<file path="config.mk">
export PLATFORM = sky130hd
export DESIGN_NAME = adc_conv_ctrl
export DESIGN_NICKNAME = d
export VERILOG_FILES = /design/src/rtl/adc_conv_ctrl.sv
export SDC_FILE = /design/constraint.sdc
export NUM_CORES = 1
export LEC_CHECK = 0
export CAP_MARGIN = 20
export CORE_UTILIZATION = 26
export DETAILED_ROUTE_END_ITERATION = 7
export PLACE_DENSITY = 0.46
export SLEW_MARGIN = 25
export SYNTH_ARGS = -nofsm -noshare
export SYNTH_HDL_FRONTEND = slang
export SYNTH_SLANG_ARGS = --single-unit
</file>
<file path="constraint.sdc">
create_clock -name clk -period 4.1 [get_ports clk]
set_input_delay 0.615 -clock clk [delete_from_list [all_inputs] [get_ports clk]]
set_output_delay 0.615 -clock clk [all_outputs]
set_load 0.005 [all_outputs]
</file>
<file path="src/rtl/adc_conv_ctrl.sv">
// adc_conv_ctrl
// Conversion sequencer for the soft ADCs (PWM-DAC and R2R-DAC paths).
// It drives a trial code into the DAC, waits SETTLE_CYCLES for the DAC and
// comparator synchronizer to settle, then samples the comparator.  The input
// is resolved either by a linear ramp from zero or by successive approximation.
//
// Parameters:
//   WIDTH          DAC/result resolution in bits (2..12)
//   SETTLE_CYCLES  clocks waited after each dac_code change (>=3)
//
// Ports:
//   clk           system clock
//   reset         synchronous active-high reset
//   en            block enable from mode selector; low forces IDLE
//   sar_mode      1 = SAR, 0 = ramp; latched when start is accepted
//   start         conversion request, accepted only in IDLE with en=1
//   comp_in       asynchronous comparator output (1 = input above DAC)
//   dac_code      code driven to the DAC
//   busy          high while a conversion is in progress
//   result        last completed conversion
//   result_valid  single-cycle pulse when result updates
//
// Optional build macro:
//   CONV_AVG_EN   each start runs four conversions and reports their mean

module adc_conv_ctrl #(
    parameter int WIDTH         = 8,
    parameter int SETTLE_CYCLES = 16
) (
    input  logic             clk,
    input  logic             reset,
    input  logic             en,
    input  logic             sar_mode,
    input  logic             start,
    input  logic             comp_in,
    output logic [WIDTH-1:0] dac_code,
    output logic             busy,
    output logic [WIDTH-1:0] result,
    output logic             result_valid
);

    localparam int IDX_W = (WIDTH > 1) ? $clog2(WIDTH) : 1;
    localparam int CNT_W = $clog2(SETTLE_CYCLES);

    localparam logic [CNT_W-1:0] CNT_RELOAD = CNT_W'(SETTLE_CYCLES - 1);
    localparam logic [IDX_W-1:0] IDX_TOP    = IDX_W'(WIDTH - 1);
    localparam logic [WIDTH-1:0] ALL_ONES   = {WIDTH{1'b1}};
    localparam logic [WIDTH-1:0] MSB_ONLY   = {1'b1, {(WIDTH-1){1'b0}}};
    localparam logic [WIDTH-1:0] ONE        = {{(WIDTH-1){1'b0}}, 1'b1};

    typedef enum logic [1:0] {IDLE, SETTLE, DECIDE, DONE} state_t;

    state_t           state, state_next;
    logic             comp_meta, comp_s;
    logic             mode_sar, mode_sar_next;
    logic [WIDTH-1:0] dac_code_next, result_next;
    logic [IDX_W-1:0] idx, idx_next;
    logic [CNT_W-1:0] cnt, cnt_next;

    logic [WIDTH-1:0] trial_bit;
    logic [WIDTH-1:0] kept_code;
    logic [WIDTH-1:0] final_code;
    logic [WIDTH-1:0] init_code;
    logic             conv_final;
    logic             last_iter;

    // The SAR trial bit is kept when the comparator says the input is above
    // the DAC level.  For the ramp the final code is simply the current code,
    // which also covers saturation at all-ones without wrapping to zero.
    assign trial_bit  = ONE << idx;
    assign kept_code  = comp_s ? dac_code : (dac_code & ~trial_bit);
    assign final_code = mode_sar ? kept_code : dac_code;
    assign conv_final = mode_sar ? (idx == '0) : (!comp_s || dac_code == ALL_ONES);
    assign init_code  = mode_sar ? MSB_ONLY : '0;

`ifdef CONV_AVG_EN
    logic [1:0]       iter, iter_next;
    logic [WIDTH+1:0] sum, sum_next, sum_plus;

    assign sum_plus  = sum + {2'b00, final_code};
    assign last_iter = (iter == 2'd3);
`else
    assign last_iter = 1'b1;
`endif

    // State and datapath registers, plus the two-flop comparator synchronizer.
    always_ff @(posedge clk) begin
        if (reset) begin
            state     <= IDLE;
            comp_meta <= 1'b0;
            comp_s    <= 1'b0;
            mode_sar  <= 1'b0;
            dac_code  <= '0;
            result    <= '0;
            idx       <= '0;
            cnt       <= '0;
`ifdef CONV_AVG_EN
            iter      <= '0;
            sum       <= '0;
`endif
        end else begin
            state     <= state_next;
            comp_meta <= comp_in;
            comp_s    <= comp_meta;
            mode_sar  <= mode_sar_next;
            dac_code  <= dac_code_next;
            result    <= result_next;
            idx       <= idx_next;
            cnt       <= cnt_next;
`ifdef CONV_AVG_EN
            iter      <= iter_next;
            sum       <= sum_next;
`endif
        end
    end

    // Next-state and datapath logic.  Dropping en overrides every state and
    // abandons the conversion without touching the held result.
    always_comb begin
        state_next    = state;
        mode_sar_next = mode_sar;
        dac_code_next = dac_code;
        result_next   = result;
        idx_next      = idx;
        cnt_next      = cnt;
`ifdef CONV_AVG_EN
        iter_next     = iter;
        sum_next      = sum;
`endif
        if (!en) begin
            state_next    = IDLE;
            dac_code_next = '0;
`ifdef CONV_AVG_EN
            iter_next     = '0;
            sum_next      = '0;
`endif
        end else begin
            case (state)
                IDLE: begin
                    if (start) begin
                        mode_sar_next = sar_mode;
                        dac_code_next = sar_mode ? MSB_ONLY : '0;
                        idx_next      = IDX_TOP;
                        cnt_next      = CNT_RELOAD;
                        state_next    = SETTLE;
                    end
                end
                SETTLE: begin
                    if (cnt == '0) begin
                        state_next = DECIDE;
                    end else begin
                        cnt_next = cnt - 1'b1;
                    end
                end
                DECIDE: begin
                    if (conv_final) begin
                        dac_code_next = final_code;
                        state_next    = DONE;
`ifdef CONV_AVG_EN
                        sum_next      = sum_plus;
                        if (last_iter) begin
                            result_next = sum_plus[WIDTH+1:2];
                        end
`else
                        result_next   = final_code;
`endif
                    end else begin
                        if (mode_sar) begin
                            dac_code_next = kept_code | (trial_bit >> 1);
                            idx_next      = idx - 1'b1;
                        end else begin
                            dac_code_next = dac_code + 1'b1;
                        end
                        cnt_next   = CNT_RELOAD;
                        state_next = SETTLE;
                    end
                end
                DONE: begin
`ifdef CONV_AVG_EN
                    // Intermediate passes restart immediately in the latched mode.
                    if (!last_iter) begin
                        iter_next     = iter + 1'b1;
                        dac_code_next = init_code;
                        idx_next      = IDX_TOP;
                        cnt_next      = CNT_RELOAD;
                        state_next    = SETTLE;
                    end else begin
                        iter_next  = '0;
                        sum_next   = '0;
                        state_next = IDLE;
                    end
`else
                    state_next = IDLE;
`endif
                end
                default: state_next = IDLE;
            endcase
        end
    end

    assign busy         = (state != IDLE);
    assign result_valid = (state == DONE) && last_iter;

endmodule

</file>
==> results.md, run 1 <==
* Status: finished clean
* Max-Cap Viols at 0
* Seq pwr share at 0.492
* Syn_area_per_cell at 8.26 um^2
* Largest net degree at the start of global routing at 21
* Reg2reg start: idx[0]$_SDFFE_PP0P_
* Hold WC Path Type: flop to flop
* Clk_lat worst skew at 0.28 ns
* Setup WS post-layout at 1.79 ns
* Die Height at 83.7 um
* Die footprint at 7000 um^2
* Slew Viols, Final at 0
* Power Dens Cells at 289 nW/um^2
* Max Fclk at 0.434 GHz
* N_diodes at 0
* Critical path startpoint category: input pin
* Routability cong. at 0.793
* CTS resizes at 0
* EDFF count, synth at 0
* Post-CTS setup buffers at 0
* Switching pwr at 157 uW
* Detailed placement HPWL at 3490 um
* First-pass GRT wire length at 8090 um
* Clk sinks at 28
* Reg2reg setup slack at 1.95 ns
* Most frequent cells in the layout: 28 x dfxtp_1, 25 x nand2_1, 23 x clkdlybuf4s50_1
* Crit end category: flop
* Initial Util at 0.272
* Count of input and output buffers at 23
* Setup TNS at 0 ns
* RSZ-0062 raised after global routing: false
* Clk pin slew, worst setup/hold paths at 0.10 ns
* Layout cells sized above 1 at 0.0789
* Clock share of power at 0.368
* Vias at 1542
* Dpl ws at 1.50 ns
* Synth warn at 0
* Routed vias/inst at 5.06
* Crit share post-route at 0.562
* Remaining DRCs at 0
* DR WL/cell at 15.4 um
* WS Path Type: input pin to flop
* Depth of the worst register-to-register path at 7
* Async set-reset flop share out of synthesis at 0
* FF-to-FF End: result[2]$_SDFFE_PP0P_
* CTS tree: done
* Most common cell after layout, fill and taps aside: dfxtp_1
* Int Power at 446 uW
* Core Area at 6390 um^2
* Data required, critical path at 4.28 ns
* Vias in the first global route at 1589
* Clock Skews at 0.00114 ns
* Switching part of the total at 0.261
* # nets final at 243
* Final Hold Violating Endpoints at 0
* Hold Buf Count CTS at 0
* Layout fillers at 690
* H-tree depth at 1
* Unique masters post-synth at 55
* Slew Limit Headroom at 0.470
* Crit path max fanout at 20
* Area grow syn2layout at 20.3%
* Crit. Startpoint: reset
* Initial antenna violation count at 0
* Transition time of the tightest slew-check pin at 0.794 ns
* Gr usage total at 0.145
* Mapped Nets at 224
* Post-Synthesis Cell Area at 1730 um^2
* Total Wirelength at 4690 um
* Post-route ant nets at 0
* Clock buffer depth at 2
* Final setup violation count at 0
* Mapped Cells at 210
* Ys flop type: dfxtp_1
* Combinational share of power at 0.140
* Sequential-to-total area share from yosys stat at 0.323
* # IOs at 24
* Rows at 29
* GR Overflow Total at 0
* Setup crit end: dac_code[3]$_SDFFE_PP0N_
* P_leak at 0.716 nW
* Critical Path AT at 2.49 ns
* Hold depth at 1
* TritonCTS buffer count at 3
* Post-route minimum period at 2.31 ns
* DR iter-0 viols at 116
* CTS Root Cell: clkbuf_8
* Max VDD drop at 134 uV
* Synthesized flop and latch total at 28
* DRT Pass-1 Iters at 4
* Die Wd at 83.7 um
-- area by class of cell --
cell class                 count  area (um^2)  area share
inverter                      11         41.3      0.0198
sequential                    28          561       0.269
clock inverter                 1         30.0      0.0144
timing repair buffer          24          238       0.114
clock buffer                   3         41.3      0.0198
tap                           77         96.3      0.0462
multi-input combinational    161         1080       0.517
-- cell families (layout without fill, tap and decap cells) --
logic type	after synthesis	count (layout)	share of synthesized area
multiplexers	4	4	0.0238
adder cells (fa/ha/maj)	8	8	0.0577
XOR/XNOR	5	5	0.0253
AND/OR/NAND/NOR	88	88	0.276
flip-flops	28	28	0.323
AO/OA/AOI/OAI	56	56	0.240
buffers and inverters	21	39	0.0541
-- synth_stat cells, types with 2 or more instances --
| cell type | n | area share |
|---|---|---|
| dfxtp_1 | 28 | 0.32 |
| o21ai_0 | 11 | 0.032 |
| a21oi_1 | 17 | 0.049 |
| and2_1 | 3 | 0.011 |
| nor2b_1 | 5 | 0.018 |
| o2111ai_1 | 2 | 0.010 |
| buf_1 | 2 | 0.0043 |
| o21a_1 | 3 | 0.013 |
| a22oi_1 | 2 | 0.0087 |
| nand3b_1 | 2 | 0.0087 |
| inv_1 | 11 | 0.024 |
| nand2b_1 | 7 | 0.025 |
| mux2i_1 | 3 | 0.017 |
| a311oi_1 | 2 | 0.010 |
| buf_2 | 3 | 0.0087 |
| nor3b_1 | 2 | 0.0087 |
| clkbuf_1 | 3 | 0.0065 |
| nand4b_1 | 2 | 0.010 |
| ha_1 | 8 | 0.058 |
| a31oi_1 | 2 | 0.0072 |
| nand3_1 | 7 | 0.020 |
| nor2_1 | 15 | 0.032 |
| xnor2_1 | 4 | 0.020 |
| and3_1 | 2 | 0.0072 |
| nand2_1 | 25 | 0.054 |
| a211oi_2 | 2 | 0.014 |
| a211oi_1 | 3 | 0.013 |
| nand4_1 | 2 | 0.0072 |
| nor3_1 | 6 | 0.017 |
-- how the worst min path moves through the flow --
| stage | start | end | slack, ns |
|---|---|---|---|
| finish | comp_meta$_SDFF_PP0_ | comp_s$_SDFF_PP0_ | 0.46 |
| global route | comp_meta$_SDFF_PP0_ | comp_s$_SDFF_PP0_ | 0.47 |
| CTS | result[3]$_SDFFE_PP0P_ | result[3]$_SDFFE_PP0P_ | 0.46 |
| detailed placement | comp_meta$_SDFF_PP0_ | comp_s$_SDFF_PP0_ | 0.44 |
| global placement | result[2]$_SDFFE_PP0P_ | result[2]$_SDFFE_PP0P_ | 0.45 |
| floorplan | comp_meta$_SDFF_PP0_ | comp_s$_SDFF_PP0_ | 0.41 |
-- registers in the layout (all words and copies together) (netlist names) --
name,count
comp_meta,1
idx,3
comp_s,1
state,2
mode_sar,1
dac_code,8
cnt,4
result,8
-- critical path, stage by stage --
cell	delay (ns)
clkdlybuf4s50_1	0.45
buf_4	0.23
nand2b_1	0.32
nand2b_1	0.31
nor2_1	0.09
a31o_2	0.25
a22o_1	0.21
-- stage by stage --
stage               cells  hold WS, ns   util  instance area [um^2]  total power [mW]
floorplan             210        0.414      -                  1730             0.360
global route          305        0.472  0.327                  2090             0.631
CTS                   305        0.464  0.327                  2090             0.610
detailed placement    301        0.440  0.316                  2020             0.387
finish                305        0.458  0.327                  2090             0.603
global placement      301        0.449  0.316                  2020             0.388
-- metal layers --
metal	up-vias	track usage	wire, um	part of all wire
li1	785	-	-	-
met1	722	0.191	2250	0.48
met2	33	0.246	2230	0.48
met3	2	0.0227	173	0.037
met4	0	0.0385	30	0.0064
met5	-	0	0	0
-- power by group through the flow --
stage	logic [mW]	registers (mW)	clock network (mW)
global route	0.0953	0.299	0.237
global placement	0.0852	0.303	0
finish	0.0843	0.297	0.222
floorplan	0.0665	0.293	0
CTS	0.0848	0.297	0.228
detailed placement	0.0842	0.303	0
Note: power is estimated with default switching activity, not from simulation.
==> run 2, diff against run 1 <==
Clock period 4.1 ns to 2.25 ns, I/O delays scaled along.
==> run 2 against run 1 <==
Against the previous run:
- wire length grew 4.7%
- global-route usage grew 0.12 points
- power grew 86%
- worst setup slack lost 1.6 ns
- design area grew 5.8%
- via count grew 4.2%
- register-to-register slack lost 1.8 ns
- highest routed layer unchanged
==> results.md, run 2 (same netlist as run 1, synthesis figures left out) <==
* Int Power at 822 uW (was 446 uW)
* Vias at 1606 (was 1542)
* Critical path startpoint category: flop (was input pin)
* Finished Layout Cells at 321 (was 305)
* Max Fclk at 0.487 GHz
* Status: finished clean (unchanged)
* Gr usage total at 0.146 (was 0.145)
* Clock share of power at 0.371 (was 0.368)
* Hold WC Path Type: flop to flop (unchanged)
* Crit share post-route at 0.913
* WHS at 0.448 ns (was 0.458 ns)
* CTS tree: done (unchanged)
* Post-route cell area at 2210 um^2 (was 2090 um^2)
* GR Overflow Total at 0 (unchanged)
* Most frequent cells in the layout: 28 x dfxtp_1, 25 x nand2_1, 23 x clkdlybuf4s50_1 (unchanged)
* Clock Skews at 0.00590 ns (was 0.00114 ns)
* First-pass GRT wire length at 8120 um (was 8090 um)
* Power Dens Cells at 507 nW/um^2 (was 289 nW/um^2)
* CTS Root Cell: clkbuf_8 (unchanged)
* N_diodes at 0 (unchanged)
* Hold Buf Count CTS at 0 (unchanged)
* DP Area at 2140 um^2 (was 2020 um^2)
* Crit end category: flop (unchanged)
* Remaining DRCs at 0 (unchanged)
* Die Wd at 83.7 um (unchanged)
* Die Height at 83.7 um (unchanged)
* Seq pwr share at 0.470 (was 0.492)
* Detailed placement HPWL at 3740 um (was 3490 um)
* DR iter-0 viols at 102 (was 116)
* Crit path max fanout at 11 (was 20)
* Reg2reg start: idx[0]$_SDFFE_PP0P_ (unchanged)
* CTS resizes at 0 (unchanged)
* Initial Util at 0.272 (unchanged)
* Clk pin slew, worst setup/hold paths at 0.11 ns (was 0.10 ns)
* FF-to-FF End: result[3]$_SDFFE_PP0P_ (was result[2]$_SDFFE_PP0P_)
* Critical Path AT at 2.28 ns (was 2.49 ns)
* Slew Viols, Final at 0 (unchanged)
* Max VDD drop at 286 uV (was 134 uV)
* Worst path slowest cell: or3b_1 (was clkdlybuf4s50_1)
* P_leak at 0.799 nW (was 0.716 nW)
* Layout cells sized above 1 at 0.143 (was 0.0789)
* Die footprint at 7000 um^2 (unchanged)
* Transition time of the tightest slew-check pin at 0.419 ns (was 0.794 ns)
* Clk_lat worst skew at 0.28 ns (about the same)
* Setup WS post-layout at 0.196 ns (was 1.79 ns)
* Data required, critical path at 2.48 ns (was 4.28 ns)
* Crit. Startpoint: idx[0]$_SDFFE_PP0P_ (was reset)
* Post-route ant nets at 0 (unchanged)
* Number of placed instances, taps included at 317 (was 301)
* Largest registers: dac_code (8), result (8), cnt (4) (unchanged)
* Final core utilization at 0.346 (was 0.327)
* RSZ-0062 raised after global routing: false (unchanged)
* Reg2reg setup slack at 0.20 ns (was 1.95 ns)
* Routability cong. at 0.853 (was 0.793)
* DRT Pass-1 Iters at 4 (unchanged)
* # nets final at 259 (was 243)
* Clk sinks at 28 (unchanged)
* Max incr delay on CP at 0.38 ns (was 0.45 ns)
* Combinational share of power at 0.158 (was 0.140)
* Clock buffer depth at 2 (unchanged)
* Critical-path cell list: inv_1, ha_1, or2b_1, a21boi_4, nand3_4, or3b_1, a21oi_1 (was clkdlybuf4s50_1, buf_4, nand2b_1, nand2b_1, nor2_1, a31o_2, a22o_1)
* Dpl ws at 0.231 ns (was 1.50 ns)
* Rows at 29 (unchanged)
* Most common cell after layout, fill and taps aside: dfxtp_1 (unchanged)
* # IOs at 24 (unchanged)
* Final Hold Violating Endpoints at 0 (unchanged)
* Depth of the worst register-to-register path at 7 (unchanged)
* Setup TNS at 0 ns (unchanged)
* Slew Limit Headroom at 0.718 (was 0.470)
* DR WL/cell at 15.3 um (was 15.4 um)
* Post-route minimum period at 2.05 ns
* Initial antenna violation count at 0 (unchanged)
* Area grow syn2layout at 27.3% (was 20.3%)
* Total Wirelength at 4900 um (was 4690 um)
* Largest net degree at the start of global routing at 20 (was 21)
* Core Area at 6390 um^2 (unchanged)
* Max-Cap Viols at 0 (unchanged)
* Switching part of the total at 0.265 (was 0.261)
* Setup crit end: result[3]$_SDFFE_PP0P_ (was dac_code[3]$_SDFFE_PP0N_)
* TritonCTS buffer count at 3 (unchanged)
* Vias in the first global route at 1527 (was 1589)
* Switching pwr at 296 uW (was 157 uW)
* Final setup violation count at 0 (unchanged)
* Post-CTS setup buffers at 0 (unchanged)
* WS Path Type: flop to flop (was input pin to flop)
* Layout fillers at 693 (was 690)
* Routed vias/inst at 5.00 (was 5.06)
* Power Total at 1.12 mW (was 603 uW)
* Count of input and output buffers at 23 (unchanged)
* H-tree depth at 1 (unchanged)
[run 2: how the worst min path moves through the flow]
stage / startpoint / endpoint / slack, ns / cells past startpoint
2_1_floorplan: comp_meta$_SDFF_PP0_ / comp_s$_SDFF_PP0_ / 0.41 / 1
6_report: comp_meta$_SDFF_PP0_ / comp_s$_SDFF_PP0_ / 0.45 / 1
3_5_place_dp: comp_meta$_SDFF_PP0_ / comp_s$_SDFF_PP0_ / 0.43 / 1
5_1_grt: comp_meta$_SDFF_PP0_ / comp_s$_SDFF_PP0_ / 0.47 / 1
3_3_place_gp: comp_meta$_SDFF_PP0_ / comp_s$_SDFF_PP0_ / 0.42 / 1
4_1_cts: comp_meta$_SDFF_PP0_ / comp_s$_SDFF_PP0_ / 0.45 / 1
[run 2: cell type report]
type | instances | area [um^2] | area share
Timing Repair Buffer | 40 | 358 | 0.162
Clock inverter | 1 | 30.0 | 0.0136
Inverter | 11 | 41.3 | 0.0187
Clock buffer | 3 | 41.3 | 0.0187
Multi-Input combinational cell | 161 | 1080 | 0.490
Tap cell | 77 | 96.3 | 0.0436
Sequential cell | 28 | 561 | 0.254
[run 2: worst max-delay path: cells and delay by family (launching register included)]
kind | cells | cell delay, ns
compound gates | 2 | 0.41
buf+inv | 1 | 0.11
simple gates | 3 | 0.85
fa+ha+maj | 1 | 0.26
flops | 1 | 0.36
[run 2: layer usage]
metal  track usage  vias to the layer above  part of all wire
met5             0                        -                 0
met4        0.0462                        0             0.017
met3        0.0257                        8             0.050
met2         0.221                       44              0.44
met1         0.210                      734              0.49
li1              -                      820                 -
[run 2: power by group through the flow]
stage / Sequential, mW / Clock [mW] / Combinational, mW
4_1_cts: 0.526 / 0.426 / 0.177
5_1_grt: 0.529 / 0.445 / 0.197
3_3_place_gp: 0.537 / 0 / 0.177
3_5_place_dp: 0.537 / 0 / 0.176
2_1_floorplan: 0.534 / 0 / 0.121
6_report: 0.526 / 0.416 / 0.177
